[src/rtl/sar_search_ctrl_pkg.sv]
// Shared types for the successive-approximation search controller:
// FSM state encoding, comparator flag bundle and the flag legality check.
package sar_search_ctrl_pkg;

  typedef enum logic [1:0] {
    IDLE  = 2'd0,
    TRY   = 2'd1,
    CHECK = 2'd2,
    DONE  = 2'd3
  } sar_state_e;

  // Comparator response: gt (a>b), eq (a==b), lt (a<b).
  typedef struct packed {
    logic gt;
    logic eq;
    logic lt;
  } cmp_flags_t;

  // A healthy comparator raises exactly one of its three flags.
  function automatic logic onehot3(input cmp_flags_t f);
    return ( f.gt & ~f.eq & ~f.lt) |
           (~f.gt &  f.eq & ~f.lt) |
           (~f.gt & ~f.eq &  f.lt);
  endfunction

endpackage

[src/rtl/sar_search_ctrl.sv]
// Successive-approximation controller. Drives candidate values onto the
// comparator "a" input MSB-first, narrows toward the value on "b" using the
// gt/eq/lt flags, exits early on an exact match and flags an illegal
// (not one-hot) comparator response as a sticky error.
module sar_search_ctrl
  import sar_search_ctrl_pkg::*;
#(
  parameter int WIDTH = 4
) (
  input  logic             clk,
  input  logic             rst,
  input  logic             start,
  input  logic             cmp_gt,
  input  logic             cmp_eq,
  input  logic             cmp_lt,
  output logic [WIDTH-1:0] trial,
  output logic             busy,
  output logic             done,
  output logic [WIDTH-1:0] result,
  output logic             found,
  output logic             err
);

  localparam int KW = (WIDTH > 1) ? $clog2(WIDTH) : 1;
  localparam logic [WIDTH-1:0] ONE    = WIDTH'(1);
  localparam logic [WIDTH-1:0] MSB    = ONE << (WIDTH - 1);
  localparam logic [KW-1:0]    K_INIT = KW'(WIDTH - 1);

  sar_state_e       state_q, state_d;
  logic [WIDTH-1:0] trial_q, trial_d;
  logic [WIDTH-1:0] result_q, result_d;
  logic [KW-1:0]    k_q, k_d;
  logic             found_q, found_d;
  logic             err_q, err_d;

  cmp_flags_t       flags;
  logic             flagsOk;
  logic [WIDTH-1:0] bitK;
  logic [WIDTH-1:0] trialCleared;

  assign flags.gt = cmp_gt;
  assign flags.eq = cmp_eq;
  assign flags.lt = cmp_lt;
  assign flagsOk  = onehot3(flags);

  // bitK is the bit under test; when the trial overshoots it gets dropped.
  assign bitK         = ONE << k_q;
  assign trialCleared = cmp_gt ? (trial_q & ~bitK) : trial_q;

  // State register and datapath registers, synchronous reset.
  always_ff @(posedge clk) begin
    if (rst) begin
      state_q  <= IDLE;
      trial_q  <= '0;
      result_q <= '0;
      k_q      <= '0;
      found_q  <= 1'b0;
      err_q    <= 1'b0;
    end else begin
      state_q  <= state_d;
      trial_q  <= trial_d;
      result_q <= result_d;
      k_q      <= k_d;
      found_q  <= found_d;
      err_q    <= err_d;
    end
  end

  // Next-state and datapath update; everything holds unless a state says otherwise.
  always_comb begin
    state_d  = state_q;
    trial_d  = trial_q;
    result_d = result_q;
    k_d      = k_q;
    found_d  = found_q;
    err_d    = err_q;

    unique case (state_q)
      IDLE: begin
        if (start) begin
          k_d      = K_INIT;
          trial_d  = MSB;
          result_d = '0;
          found_d  = 1'b0;
          err_d    = 1'b0;
          state_d  = TRY;
        end
      end

      TRY: begin
        if (!flagsOk) begin
          err_d    = 1'b1;
          found_d  = 1'b0;
          result_d = trial_q;
          state_d  = DONE;
        end else if (cmp_eq) begin
          result_d = trial_q;
          found_d  = 1'b1;
          state_d  = DONE;
        end else if (k_q != '0) begin
          trial_d = trialCleared | (bitK >> 1);
          k_d     = k_q - KW'(1);
        end else begin
          trial_d = trialCleared;
          state_d = CHECK;
        end
      end

      CHECK: begin
        if (!flagsOk) begin
          err_d = 1'b1;
        end
        result_d = trial_q;
        found_d  = cmp_eq;
        state_d  = DONE;
      end

      DONE: begin
        state_d = IDLE;
      end

      default: begin
        state_d = IDLE;
      end
    endcase
  end

  assign trial  = trial_q;
  assign result = result_q;
  assign found  = found_q;
  assign err    = err_q;
  assign busy   = (state_q == TRY) || (state_q == CHECK);
  assign done   = (state_q == DONE);

endmodule

[config.mk]
export PLATFORM = sky130hd
export DESIGN_NAME = sar_search_ctrl
export DESIGN_NICKNAME = d
export VERILOG_FILES = /design/src/rtl/sar_search_ctrl_pkg.sv /design/src/rtl/sar_search_ctrl.sv
export SDC_FILE = /design/constraint.sdc
export NUM_CORES = 1
export LEC_CHECK = 0
export CAP_MARGIN = 15
export CORE_MARGIN = 5
export CORE_UTILIZATION = 43
export DETAILED_ROUTE_END_ITERATION = 6
export GPL_ROUTABILITY_DRIVEN = 1
export GPL_TIMING_DRIVEN = 0
export PLACE_DENSITY = 0.78
export SLEW_MARGIN = 20
export SYNTH_ARGS = -nofsm -noshare
export SYNTH_HDL_FRONTEND = slang
export SYNTH_SLANG_ARGS = --single-unit
[constraint.sdc]
create_clock -name clk -period 1.6 [get_ports clk]
set_input_delay 0.4 -clock clk [delete_from_list [all_inputs] [get_ports clk]]
set_output_delay 0.4 -clock clk [all_outputs]
set_load 0.03 [all_outputs]
# Word level (Yosys, flattened, before mapping)
# Cells that the tools add are included.
# Widths: inputs -> output; s select.
# word_totals
register_bits,14
output_inout_bits,12
word_cells,70
# op_classes
addsub,1
n_eq_ne,10
shifts,1
muxes,26
bitwise,14
reduce_logical,12
# ops
op,count
$mux 4,8
$mux 2,8
$pmux 4 s3,1
$ne 2x2->1 const B,5
$pmux 2 s4,1
$pmux 4 s2,1
$and 1x1->1,6
$reduce_and 3->1,2
$reduce_bool 2->1,3
$reduce_and 5->1,1
$and 4x4->4,1
$eq 2x2->1 const B,2
$mux 1,4
$ne 4x4->1 const B,1
$not 4->4,1
$or 4x3->4,1
$pmux 2 s2,1
$reduce_and 4->1,1
$shl 1x2->4 const A,1
$ne 3x3->1 const B,1
$not 1->1,3
$pmux 1 s3,1
$reduce_bool 3->1,1
$eq 2x1->1 const B,1
7 further kinds,8

# Logic depth before layout (Yosys ltp)
# logic_depth
ltp_word,9
ltp_mapped,6

# Least setup slack after synthesis
# No wires, ideal clock.
# synth_timing
kind,register to register
startpoint,register state_q[0]
endpoint,register k_q[0]
setup_ns,0.122
arrival_time_ns,1.522
required_time_ns,1.478
setup_slack_ns,-0.044
path_stages_with_launch,7
path_buffers,0
synth_period_minus_slack_ns,1.644
cell_sequence,dfxtp_1 > inv_1 > ha_1 > nor2b_1 > nor4_1 > or3_1 > o31ai_1
# synth_via
elab_chain_len,3
# synth_lines
item,line,source
from (decl),sar_search_ctrl.sv:29,"sar_state_e state_q, state_d;"
from (signal assigned),sar_search_ctrl.sv:60,state_q <= state_d;
$eq 2x1->1 or $logic_not 2->1 (tied branches),sar_search_ctrl.sv:78,unique case (state_q)
$ne 2x2->1 (no line) or $reduce_bool 2->1 (tied branches),--,
$reduce_and 5->1 (no line),--,
to (signal assigned),sar_search_ctrl.sv:63,k_q <= k_d;
to (decl),sar_search_ctrl.sv:32,"logic [KW-1:0] k_q, k_d;"
# Several ways; a longest one is shown, not always the timed one.
# A chain may end at the register's enable or synchronous reset.

# Worst setup path in the final report
# layout_timing
startpoint,register state_q[1]
endpoint,"register trial_q[3], in the netlist trial[3]"
# layout_via
elab_chain_len,3
# layout_lines
item,line,source
$eq 2x1->1 or $logic_not 2->1 (tied branches),sar_search_ctrl.sv:78,
$ne 2x2->1 (no line) or $reduce_bool 2->1 (tied branches),--,
$reduce_and 4->1 (no line),--,
to (signal assigned),sar_search_ctrl.sv:61,trial_q <= trial_d;
to (decl),sar_search_ctrl.sv:30,"logic [WIDTH-1:0] trial_q, trial_d;"
# Several ways; a longest one is shown, not always the timed one.

==> results.json <==
{
  "io_pins": 18,
  "clockPowerShare": 0.131,
  "clkSlewWorstSetupHoldPaths_ns": 0.10,
  "grt_first_pass_wirelength_um": 3194,
  "post_drt_wl_per_cell_um": 14.67,
  "fin_nets": 135,
  "use_met1": 0.2045,
  "swShare": 0.4269,
  "power_per_cell_area_nw_per_um2": 1736,
  "drive_above_1_share": 0.2917,
  "hp-class": "reg -> reg",
  "cts_buffers": 3,
  "rsz0062_at_grt": "yes",
  "die-height_um": 52.20,
  "netlist_area_um2": 765.7,
  "cap_violations": 0,
  "cts_sinks": 14,
  "totalWireLength_um": 2127,
  "path_delay_family": "compound AO/OA/AOI/OAI gates",
  "internal_power_w": 0.001153,
  "power_frac_comb": 0.628,
  "seq_power_share": 0.241,
  "drt_iter0_drc": 20,
  "syn-num-nets": 104,
  "finClkSkew_ns": 0.01301,
  "cp-end-kind": "flip-flop",
  "clock.fmax_mhz": 621.5,
  "num_antenna_cells": 0,
  "hold_violations": 0,
  "holdWs_ns": 0.4500,
  "p_sw_w": 0.0008587,
  "num_vias": 799,
  "core_area_um2": 1708,
  "die_x_um": 52.20,
  "use_met2": 0.2594,
  "grt_util_met3": 0.01709,
  "tightestPinTransition_ns": 0.5259,
  "cp.required_ns": 1.76,
  "critPathLaunchType": "flip-flop",
  "dp.cells": 132,
  "path_max_fanout": 3,
  "grt_use_total": 0.1561,
  "synth_cell_types": 28,
  "vias_per_cell": 5.510,
  "routabilityCongestion": 0.7728,
  "whs_path_depth": 2,
  "busiest_layer": "met2",
  "yosysSeqAreaShare": 0.3660,
  "final.setup.worst_slack_ns": -0.009021,
  "instances_no_fill": 145,
  "area_growth_pct": 51.31,
  "critPathMaxStageDelay_ns": 0.37,
  "first_pass_iters": 4,
  "ant_nets": 0,
  "slowest_stage": "dfxtp_2",
  "drv_slew": 0,
  "mostFrequentLayoutCells": "dlygate4sd2_1 (12), dfxtp_1 (11), nand2_1 (10)",
  "path_cells": "inv_4, ha_4, nor2b_4, o31a_1, buf_4, o21ai_0, a21oi_1",
  "worstSetupPathType": "reg -> reg",
  "initial_core_util": 0.4484,
  "timing.slew.headroom": 0.6494,
  "status": "finished, violations left",
  "grt_max_degree": 11,
  "power_leakage_nw": 0.4964,
  "synthCells": 90,
  "synth_seq_cells": 14,
  "violations": "negative setup slack",
  "cts_root_buffer": "clkbuf_4",
  "ctsHoldBuffers": 0,
  "htree_levels": 1,
  "grt_overflow_total": 0,
  "drcViolationCount": 0,
  "cts_tree": "built",
  "portBuffers": 17,
  "grt_antenna_before_repair": 0,
  "hpwl_um": 1307,
  "yosysWarnings": 0,
  "syn_avg_cell_area_um2": 8.508,
  "row_count": 15,
  "clk_latency_ns": 0.29,
  "grt_pass1_vias": 706,
  "r2r_cells": 7,
  "ir_drop_mv": 1.565,
  "fin_crit_sh": 1.006,
  "reg2reg_slack_ns": -0.009,
  "fin_crit_ns": 1.609,
  "cp.buffers_inverters": 2,
  "die-area_um2": 2725,
  "cp.arrival_ns": 1.77,
  "clockBufferDepth": 2,
  "final-setup-viol-count": 2,
  "layout_commonest_cell": "dlygate4sd2_1",
  "cp.depth": 7
}
[power by group through the flow]
stage	Sequential [W]	Clock (W)	Combinational [W]
2_1_floorplan	0.000530	0	0.000565
3_3_place_gp	0.000482	0	0.000841
3_5_place_dp	0.000488	0	0.000864
4_1_cts	0.000487	0.000263	0.00103
5_1_grt	0.000492	0.000283	0.00135
6_report	0.000484	0.000264	0.00126
[registers in the layout, indices dropped and copies added, names as in the netlist]
name	count
err	1
trial	4
k_q	2
result	4
state_q	2
found	1
[cell families after synthesis]
kind of cell    count (synthesis)  share of synthesized area
flops                          14                     0.3660
fa+ha+maj                       8                     0.1307
mux                             1                    0.01307
simple gates                   31                     0.1977
buf+inv                         7                    0.03431
compound gates                 28                     0.2467
xor+xnor                        1                    0.01144
[layout make-up]
type,count,area [um2]
Multi-Input combinational cell,69,555.5
Fill cell,135,549.3
Sequential cell,14,286.5
Timing Repair Buffer,26,220.2
Clock buffer,4,36.28
Tap cell,25,31.28
Inverter,6,25.02
Buffer,1,3.754
[metrics by stage]
stage | util | power (W) | TNS, ns | instance area (um2) | worst slack [ns]
global route | 0.6784 | 0.002122 | -0.1226 | 1159 | -0.04313
CTS | 0.6330 | 0.001783 | 0 | 1081 | 0.01084
detailed placement | 0.5700 | 0.001352 | -7.909 | 973.4 | -0.5951
floorplan | - | 0.001095 | 0 | 772.0 | 0.004673
global placement | 0.5700 | 0.001323 | -7.409 | 973.4 | -0.5708
finish | 0.6784 | 0.002011 | -0.01663 | 1159 | -0.009021
[timing repair]
action / 4_1_cts / 5_1_grt
endpoints found under the setup margin: 26 / 12
setup buffers: 3 / 6
gates resized for setup: 39 / 15
pin swaps: 2 / 4
[Yosys cell counts (all sizes together)]
master | n | area, um2
o31a | 2 | 17.52
a21oi | 11 | 55.05
nor3 | 1 | 5.000
nor2 | 4 | 15.01
nand3b | 1 | 7.510
and4b | 1 | 10.01
nor4 | 1 | 6.260
nand2b | 4 | 25.02
o32ai | 1 | 8.760
a211o | 1 | 8.760
nand3 | 5 | 25.02
o31ai | 1 | 7.510
mux2i | 1 | 10.01
a211oi | 1 | 7.510
a32oi | 2 | 17.52
o311ai | 1 | 8.760
nand2 | 12 | 45.04
o311a | 1 | 10.01
dfxtp | 14 | 280.3
nor2b | 1 | 6.260
ha | 8 | 100.1
o21ai | 5 | 25.02
xnor2 | 1 | 8.760
a21o | 1 | 7.510
a221oi | 1 | 15.01
inv | 6 | 22.52
clkbuf | 1 | 3.750
or3 | 1 | 6.260
[path summary, 6_finish.rpt]
check                   from        end
setup / recovery  state_q[1]   trial[3]
hold / removal     result[0]  result[0]
hold reg to reg    result[0]  result[0]
setup reg to reg  state_q[1]   trial[3]
[worst reg2reg max path: cells and delay by family (launching register included)]
family                   cells  cell delay (ns)
AO/OA/AOI/OAI                3             0.60
adder cells (fa/ha/maj)      1             0.17
buffers and inverters        2             0.20
flip-flops                   1             0.37
AND/OR/NAND/NOR              1             0.14
[layer usage]
| layer | wire [um] | part of all wire |
|---|---|---|
| met4 | 63 | 0.030 |
| met5 | 0 | 0 |
| met2 | 994 | 0.47 |
| met3 | 186 | 0.087 |
| met1 | 883 | 0.42 |
Note: power is estimated with default switching activity, not from simulation.
